<file path="config.mk">
export PLATFORM = sky130hd
export DESIGN_NAME = irq_timer
export DESIGN_NICKNAME = d
export VERILOG_FILES = /design/src/rtl/irq_timer.sv
export SDC_FILE = /design/constraint.sdc
export NUM_CORES = 1
export LEC_CHECK = 0
export CAP_MARGIN = 20
export CORE_AREA = 2 2 133 70
export CTS_CLUSTER_SIZE = 30
export DETAILED_ROUTE_END_ITERATION = 6
export DIE_AREA = 0 0 135 72
export PLACE_DENSITY = 0.77
export SYNTH_ARGS = -nofsm -noshare
export SYNTH_HDL_FRONTEND = slang
export SYNTH_SLANG_ARGS = --single-unit
</file>
<file path="constraint.sdc">
create_clock -name clk -period 2 [get_ports clk]
set_clock_uncertainty 0.05 [all_clocks]
set_input_delay 0.2 -clock clk [delete_from_list [all_inputs] [get_ports clk]]
set_output_delay 0.2 -clock clk [all_outputs]
set_load 0.005 [all_outputs]
</file>
<file path="src/rtl/irq_timer.sv">
// Programmable countdown timer that raises an interrupt request on terminal count,
// either as a held level (one-shot) or a single-cycle pulse per period (auto-reload).
module irq_timer #(
  parameter int CNT_W = 32
) (
  input  logic             clk,
  input  logic             reset,
  input  logic [1:0]       Addr,
  input  logic             WE,
  input  logic [CNT_W-1:0] Din,
  output logic [CNT_W-1:0] Dout,
  output logic             IRQ
);

  typedef enum logic [1:0] {
    S_IDLE = 2'd0,
    S_LOAD = 2'd1,
    S_CNT  = 2'd2,
    S_INT  = 2'd3
  } state_e;

  state_e           state_q, state_d;
  logic [3:0]       ctrl_q, ctrl_d;
  logic [CNT_W-1:0] preset_q, preset_d;
  logic [CNT_W-1:0] count_q, count_d;
  logic             flag_q, flag_d;
  logic             en_s;
  logic             auto_reload_s;

  assign en_s          = ctrl_q[0];
  assign auto_reload_s = (ctrl_q[2:1] == 2'b01);

  // Next-state: timer sequencing first, then bus writes override it on the same edge.
  always_comb begin
    state_d  = state_q;
    ctrl_d   = ctrl_q;
    preset_d = preset_q;
    count_d  = count_q;
    flag_d   = flag_q;
    case (state_q)
      S_IDLE: begin
        if (en_s) begin
          state_d = S_LOAD;
          flag_d  = 1'b0;
        end else begin
          state_d = S_IDLE;
        end
      end
      S_LOAD: begin
        count_d = preset_q;
        state_d = S_CNT;
      end
      S_CNT: begin
        if (!en_s) begin
          state_d = S_IDLE;
        end else if (count_q > CNT_W'(1)) begin
          count_d = count_q - CNT_W'(1);
        end else begin
          count_d = {CNT_W{1'b0}};
          state_d = S_INT;
        end
      end
      S_INT: begin
        flag_d  = 1'b1;
        state_d = S_IDLE;
        if (!auto_reload_s) begin
          ctrl_d[0] = 1'b0;
        end else begin
          ctrl_d[0] = ctrl_q[0];
        end
      end
      default: state_d = S_IDLE;
    endcase
    if (WE) begin
      case (Addr)
        2'd0: begin
          ctrl_d = Din[3:0];
          flag_d = 1'b0;
        end
        2'd1: begin
          preset_d = Din;
          flag_d   = 1'b0;
        end
        default: ;
      endcase
    end else begin
      flag_d = flag_d;
    end
  end

  // Timer state registers with asynchronous clear.
  always_ff @(posedge clk or negedge reset) begin
    if (!reset) begin
      state_q  <= S_IDLE;
      ctrl_q   <= 4'b0000;
      preset_q <= {CNT_W{1'b0}};
      count_q  <= {CNT_W{1'b0}};
      flag_q   <= 1'b0;
    end else begin
      state_q  <= state_d;
      ctrl_q   <= ctrl_d;
      preset_q <= preset_d;
      count_q  <= count_d;
      flag_q   <= flag_d;
    end
  end

  // Read mux; COUNT is visible but not writable, the reserved word reads zero.
  always_comb begin
    case (Addr)
      2'd0:    Dout = {{(CNT_W-4){1'b0}}, ctrl_q};
      2'd1:    Dout = preset_q;
      2'd2:    Dout = count_q;
      default: Dout = {CNT_W{1'b0}};
    endcase
  end

  assign IRQ = flag_q & ctrl_q[3];

endmodule

</file>
==> impl_metrics.yaml <==
timing:
  timing.final.max_slew_violations: 0
  maxClockFrequency_mhz: 431
  shortest_period_the_worst_path_allows_ns: 2.32
  grt_setup_unrepaired: "true"
  tightest_slew_ns: 0.618
  setup_slack_ns: -0.319
  finalCritPeriodShare: 1.16
  tns_ns: -6.79
  relSlewSlack: 0.588
  setup_viol_count_final: 34
  final_hold_viol_count: 0
final_layout:
  antenna_cells_inserted: 0
  final_nets: 583
  final_cell_area_um2: 6080
  synthToLayoutAreaGrowth_pct: 50.8
  drive_gt1_frac: 0.331
global_route:
  grt_pass1_wl_mm: 20.7
  global_route.usage.total: 0.277
  initial_antenna_violation_count: 0
  aggregate_global_routing_overflow: 0
  grt_max_degree: 33
  grt_pass1_vias: 3950
synth:
  synthMostInstantiatedCell: "dfrtp_1"
  cell_type_with_the_largest_total_area_after_synthesis: "dfrtp_1"
  post_synth_inst_count: 385
  synth_edf_count: 0
  syn_avg_cell_area_um2: 10.5
  synth_top_cells_by_area: "dfrtp_1, mux2_2, a22o_1, a22oi_1, nand2_1"
  yosysUniqueCellTypes: 54
  synthFlopType: "dfrtp_1"
  yosysTopAreaCellShare: 0.440
  synthesis.yosys.warnings: 0
  synth-seq-area-share: 0.440
  synthTopCellsByCount: "dfrtp_1, mux2_2, a22o_1"
  synth.cell_area_um2: 4040
  ys_ff_latch: 71
  syn_nets: 428
  asyncSetResetFlopFracSynth: 1.00
place:
  gp_congestion: 0.895
  place.port_buffers: 69
  dpl.hpwl_mm: 8.74
  postPlaceCellArea_um2: 5590
die:
  die_area_um2: 9720
  floorplan.initialDensity: 0.473
  die_h_um: 72
  die_width_um: 135
  floorplan.io_pins: 70
  core_area_um2: 8530
  num_rows: 24
route:
  initialDrtViolationCount: 423
  detail_route.drc_violations: 0
  detailedRoute.firstPassIterationCount: 5
  dr_total_vias: 4037
  post_drt_via_cell_ratio: 6.11
  detail_route.wirelength_mm: 13.1
  route.detailed.wl_per_inst_um: 19.8
  ant_nets: 0
setup_path:
  ff2ff_setup_slack_ns: -0.32
  required_ns: 2.17
  critPathKind: "register to register"
  critPathArrivalTime_ns: 2.49
  endpoint: "count_q[18]"
  endpoint_kind: "register"
  worst_setup_path_startpoint: "count_q[0]"
  worstPathMaxFanout: 10
  worst_setup_path_start_kind: "register"
  critical_register_to_register_path_endpoint: "count_q[18]"
  reg2reg_from: "count_q[0]"
  ff2ff_path_depth: 8
flow_run:
  timing.max_cap.violations: 0
hold_path:
  hold_path.class: "input pin to asynchronous set/reset pin"
clock_tree:
  cts_num_sinks: 71
  worstSkewPairLatency_ns: 0.34
  tritoncts.num_buffers: 9
  tritoncts_clock_tree: "done"
  clock_root_buffer: "clkbuf_16"
  max-clock-path-buffers: 2
  number_of_h_tree_levels: 3
  worst_setup_hold_path_clk_slew_ns: 0.06
power_and_ir_drop:
  power.density_cell_area_nw_per_um2: 1320
  power.static_leakage_nw: 2.61
  max-vdd-ir-drop_mv: 0.578
outcome:
  failing_checks: "setup timing"
  run_status: "finished with violations"
-- logic make-up after synthesis --
| kind of cell | Yosys count | share of synthesized area |
|---|---|---|
| flops | 71 | 0.440 |
| xor+xnor | 1 | 0.00217 |
| mux | 41 | 0.113 |
| simple gates | 120 | 0.169 |
| fa+ha+maj | 6 | 0.0186 |
| buf+inv | 32 | 0.0357 |
| compound gates | 114 | 0.222 |
-- cell usage in the layout (no fill, tap or decap), types with 8 or more instances in the layout --
cell type	n
buf_12	8
a22oi_1	15
clkbuf_16	9
clkdlybuf4s50_1	66
a21oi_1	11
a22o_1	31
dfrtp_1	71
buf_4	89
nand2_1	24
mux2_2	35
nand3_1	14
o21ai_0	9
nor2_1	13
o211ai_1	8
-- metal layers --
metal | wire length, µm | global-route usage
met5 | 0 | 0
met4 | 200 | 0.0880
met3 | 1030 | 0.0741
met2 | 5780 | 0.424
met1 | 6090 | 0.388
-- layout make-up --
class	instances	area, µm²
sequential	71	1780
clock inverter	4	70.1
multi-input combinational	282	2250
fill	608	2440
clock buffer	11	243
timing repair buffer	170	1580
tap	117	146
inverter	6	22.5
-- worst min-delay path by stage --
stage	to	cells after the start	from	slack, ns
2_1_floorplan	count_q[0]	0	reset	-0.15
3_3_place_gp	preset_q[19]	1	reset	0.17
3_5_place_dp	preset_q[19]	1	reset	0.20
4_1_cts	preset_q[19]	2	reset	0.38
5_1_grt	preset_q[19]	2	reset	0.40
6_report	preset_q[19]	2	reset	0.35
-- sequential cells by signal, indices dropped and copies added (netlist names) --
register / flops
state_q: 2
ctrl_q: 4
flag_q: 1
preset_q: 32
count_q: 32
-- what timing repair did --
item	CTS	global route
hold endpoints to repair	20	0
hold buffers	1	0
setup endpoints to repair	65	34
gates cloned	1	0
pin swaps	5	6
gates resized for setup	20	4
setup buffers	5	0
-- report_power, final --
part           leakage (nW)  switching (mW)  internal, mW
logic                  1.59            1.95          2.06
registers             0.857           0.393          1.93
clock network         0.155           0.610          1.11
total                  2.61            2.95          5.10
-- worst max-delay path, stage by stage (launching register included) --
cell and delay (ns):
dfrtp_1 0.42, inv_1 0.10, ha_2 0.18, nor2_1 0.06, or4_4 0.54, o31ai_4 0.27
buf_12 0.17, o21ai_0 0.10, a221o_1 0.31
-- stage by stage --
stage | instances | hold WS, ns | power [mW] | worst slack, ns | utilization
after CTS | 661 | 0.375 | 7.89 | -0.274 | 0.711
after global routing | 661 | 0.398 | 8.42 | -0.364 | 0.713
final | 661 | 0.354 | 8.05 | -0.319 | 0.713
after detailed placement | 639 | 0.196 | 6.02 | -0.360 | 0.656
after floorplan | 385 | -0.146 | 4.15 | -0.186 | -
after global placement | 639 | 0.167 | 5.90 | -0.199 | 0.656
(Power assumes the default switching activity.)
==> RTL change 1: new RTL, same settings <==
The 4 states of `state_e` get a Gray code encoding in 2 bits.
--- a/src/rtl/irq_timer.sv
+++ b/src/rtl/irq_timer.sv
@@ -15,6 +15,6 @@
   typedef enum logic [1:0] {
-    S_IDLE = 2'd0,
-    S_LOAD = 2'd1,
-    S_CNT  = 2'd2,
-    S_INT  = 2'd3
+    S_IDLE = 2'b00,
+    S_LOAD = 2'b01,
+    S_CNT  = 2'b11,
+    S_INT  = 2'b10
   } state_e;
Behaviour: same outputs for any inputs over 4 cycles, from zero or initial values and one cycle with reset low; so few cycles prove little.
==> RTL change 1 against the unedited design <==
The run still ends with setup timing left; setup slack worse by 0.093 ns; synthesized cell count is 1.6% higher; combinational power is 10% higher; critical endpoint is now count_q[19]$_DFFE_PN0P_; final cell count is 2.7% higher; sequential share of layout area is 0.12 points higher; largest power group unchanged; largest cell class unchanged; cell area is 0.27% lower; routed wire length is 0.30% lower; critical path depth is 2 lower; synthesized area is 1.6% lower; power is 1.7% higher; count of clock-buffer cells in the layout stayed put; sequential cell count stayed put.
==> RTL change 1: results (changes against the unedited design) <==
* P_leak at 2.61 nW (about the same)
* Post_cts resized at 30 (was 20)
* Hpwl dp at 9.24 mm (was 8.74 mm)
* Seq/Total Area, Yosys at 44.7% (was 44.0%)
* Worst rel slew slack at 73.3% (was 58.8%)
* Syn Inst Count at 391 (was 385)
* Commonest cells post-synth: dfrtp_1, a22o_1, mux2_2 (was dfrtp_1, mux2_2, a22o_1)
* DR vias/cell at 5.97 (was 6.11)
* Non-clk bufs at 184 (was 170)
* Grt met2 use at 39.4% (was 42.4%)
* R2R depth at 6 (was 8)
* Via count of the first global-routing pass at 3916 (was 3950)
* Worst vdd ir at 0.660 mV (was 0.578 mV)
* # placed instances at 655 (was 639)
* Filler instances at 640 (was 608)
* Pin count of the biggest net entering global routing at 72 (was 33)
* Top area cells in the synthesized netlist: dfrtp_1, mux2_2, a22o_1 (unchanged)
* Post-CTS setup buffer count at 6 (was 5)
* Fin worst setup slack at -0.412 ns (was -0.319 ns)
* Final nets at 599 (was 583)
* Reg-to-Reg End: count_q[19]$_DFFE_PN0P_ (was count_q[18]$_DFFE_PN0P_)
* Finish-stage setup viols at 33 (was 34)
* Setup TNS at -7.96 ns (was -6.79 ns)
* DR WL met2 at 5.55 mm (was 5.78 mm)
* GRT Overall Usage at 28.2% (was 27.7%)
* Distinct cells, synth at 49 (was 54)
* Wire length on met3 at 1.26 mm (was 1.03 mm)
* First-pass GRT wire length at 20.9 mm (was 20.7 mm)
* Status: finished with violations (unchanged)
* CP Launch Point: count_q[29]$_DFFE_PN0P_ (was count_q[0]$_DFFE_PN0P_)
* Failing checks: setup timing (unchanged)
RTL change 1: cells by family (layout without fill, tap and decap cells):
logic type	Yosys count	count (layout)	synth area share (%)
DFF	71	71	44.7
and+or+nand+nor	129	129	18.2
muxes	39	39	10.9
buffers and inverters	36	207	3.59
adders and majority gates	2	2	0.630
AOI/OAI and AO/OA	114	114	21.9
RTL change 1: through the flow:
| step | hold WS, ns | setup slack [ns] | instance area (µm²) | power [mW] |
|---|---|---|---|---|
| after CTS | 0.403 | -0.412 | 6000 | 8.02 |
| after global placement | 0.205 | -0.380 | 5590 | 6.27 |
| final | 0.353 | -0.412 | 6070 | 8.19 |
| after global routing | 0.396 | -0.485 | 6070 | 8.67 |
| after detailed placement | 0.211 | -0.423 | 5590 | 6.39 |
| after floorplan | -0.146 | -0.411 | 4020 | 4.25 |
RTL change 1: critical path: stages, from the launching register on:
cell	delay, ns
dfrtp_1	0.38
or4_4	0.54
or4_4	0.55
o31ai_4	0.21
buf_4	0.19
o21ai_0	0.09
a221o_1	0.29
==> RTL change 2: new RTL, config.mk and constraints unchanged <==
Without the edit above. Set the parameter `CNT_W` to 16 (it was 32).
--- a/src/rtl/irq_timer.sv
+++ b/src/rtl/irq_timer.sv
@@ -3,3 +3,3 @@
 module irq_timer #(
-  parameter int CNT_W = 32
+  parameter int CNT_W = 16
 ) (
Interface: changed (resized Din and Dout); port bits go from 70 to 38. The function was not compared with the original's and may differ.
==> RTL change 2 against the unedited design <==
Synthesized area is 45% lower; sequential cell count decreased by 32; cell area down 48%; setup slack improved by 0.34 ns; die area is the same; routed wire length decreased by 56%; worst hold slack better by 0.11 ns; power decreased by 48%.
==> RTL change 2: results (changes against the unedited design) <==
* Status: complete, no violations (was finished with violations)
* Worst-path maximum fanout at 6 (was 10)
* Distinct cells, synth at 49 (was 54)
* 1st-iter DRT viols at 116 (was 423)
* Cell family contributing the most delay on the critical path: simple AND/OR/NAND/NOR gates (was compound AO/OA/AOI/OAI gates)
* Final nets at 303 (was 583)
* Share of cells above drive strength 1 at 27.1% (was 33.1%)
* Grt met3 use at 2.03% (was 7.41%)
* DP Worst Slack at -0.0500 ns (was -0.360 ns)
* Internal power at 2.70 mW (was 5.10 mW)
* Reg-to-reg setup timing slack at 0.02 ns (was -0.32 ns)
* Metal-1 WL at 2.63 mm (was 6.09 mm)
* Least-Margin Pin Slew at 0.491 ns (was 0.618 ns)
* Via count at 1941 (was 4037)
* Clk_lat worst skew at 0.28 ns (was 0.34 ns)
* R2R depth at 5 (was 8)
* Commonest cells post-synth: dfrtp_1, mux2_2, a22o_1, nand2_1 (was dfrtp_1, mux2_2, a22o_1)
* Seq/Total Area, Yosys at 43.8% (was 44.0%)
* Pin count of the biggest net entering global routing at 40 (was 33)
* Top area cells in the synthesized netlist: dfrtp_1, mux2_2, a22o_1 (unchanged)
* Fin crit share at 99.2% (was 116%)
* First-pass GRT wire length at 9.76 mm (was 20.7 mm)
* H-Tree Depth at 2 (was 3)
* Post-CTS setup buffer count at 0 (was 5)
* Wirelength, routed at 5.83 mm (was 13.1 mm)
* Wire length on met3 at 268 µm (was 1.03 mm)
* GRT Overall Usage at 12.5% (was 27.7%)
* Via count of the first global-routing pass at 1954 (was 3950)
* Grt met2 use at 21.6% (was 42.4%)
* Comb power at 1.92 mW (was 4.01 mW)
[RTL change 2: worst reg2reg max path, stage by stage (launching register included)]
cell and delay [ns]:
dfrtp_1 0.39, or4_4 0.60, or4_4 0.44, a21o_1 0.18, a22oi_2 0.11, o41ai_1 0.09
[RTL change 2: worst min-delay path by stage]
stage	startpoint	end	slack, ns	cells after the start
floorplan	reset	count_q[0]$_DFFE_PN0P_	-0.15	0
global placement	reset	preset_q[7]$_DFFE_PN0P_	0.23	2
detailed placement	reset	preset_q[7]$_DFFE_PN0P_	0.24	2
CTS	reset	preset_q[1]$_DFFE_PN0P_	0.48	3
global route	Din[10]	preset_q[10]$_DFFE_PN0P_	0.49	2
finish	reset	preset_q[2]$_DFFE_PN0P_	0.46	3
[RTL change 2: stage by stage]
| step | std cells | hold WS (ns) | cell area (µm²) |
|---|---|---|---|
| floorplan | 211 | -0.146 | 2240 |
| global placement | 383 | 0.227 | 2920 |
| detailed placement | 383 | 0.242 | 2920 |
| CTS | 394 | 0.477 | 3140 |
| global route | 394 | 0.491 | 3150 |
| finish | 394 | 0.463 | 3150 |
[RTL change 2: final cells by class]
type	count	area, µm²
Clock inverter	2	35.0
Inverter	4	15.0
Sequential cell	39	976
Multi-Input combinational cell	153	1190
Clock buffer	6	139
Fill cell	834	5380
Timing Repair Buffer	73	647
Tap cell	117	146
[RTL change 2: cell families after synthesis]
kind of cell             share of synthesized area, %
multiplexers                                     12.3
adder cells (fa/ha/maj)                          3.37
AO/OA/AOI/OAI                                    21.8
buffers and inverters                            3.88
flip-flops                                       43.8
XOR/XNOR                                        0.394
AND/OR/NAND/NOR                                  14.4
[RTL change 2: repair_timing]
item,in CTS,in global routing
hold endpoints to repair,39,0
endpoints found under the setup margin,18,8
pin swaps,1,2
hold buffers,1,0
gates resized for setup,10,6
cloned,2,0
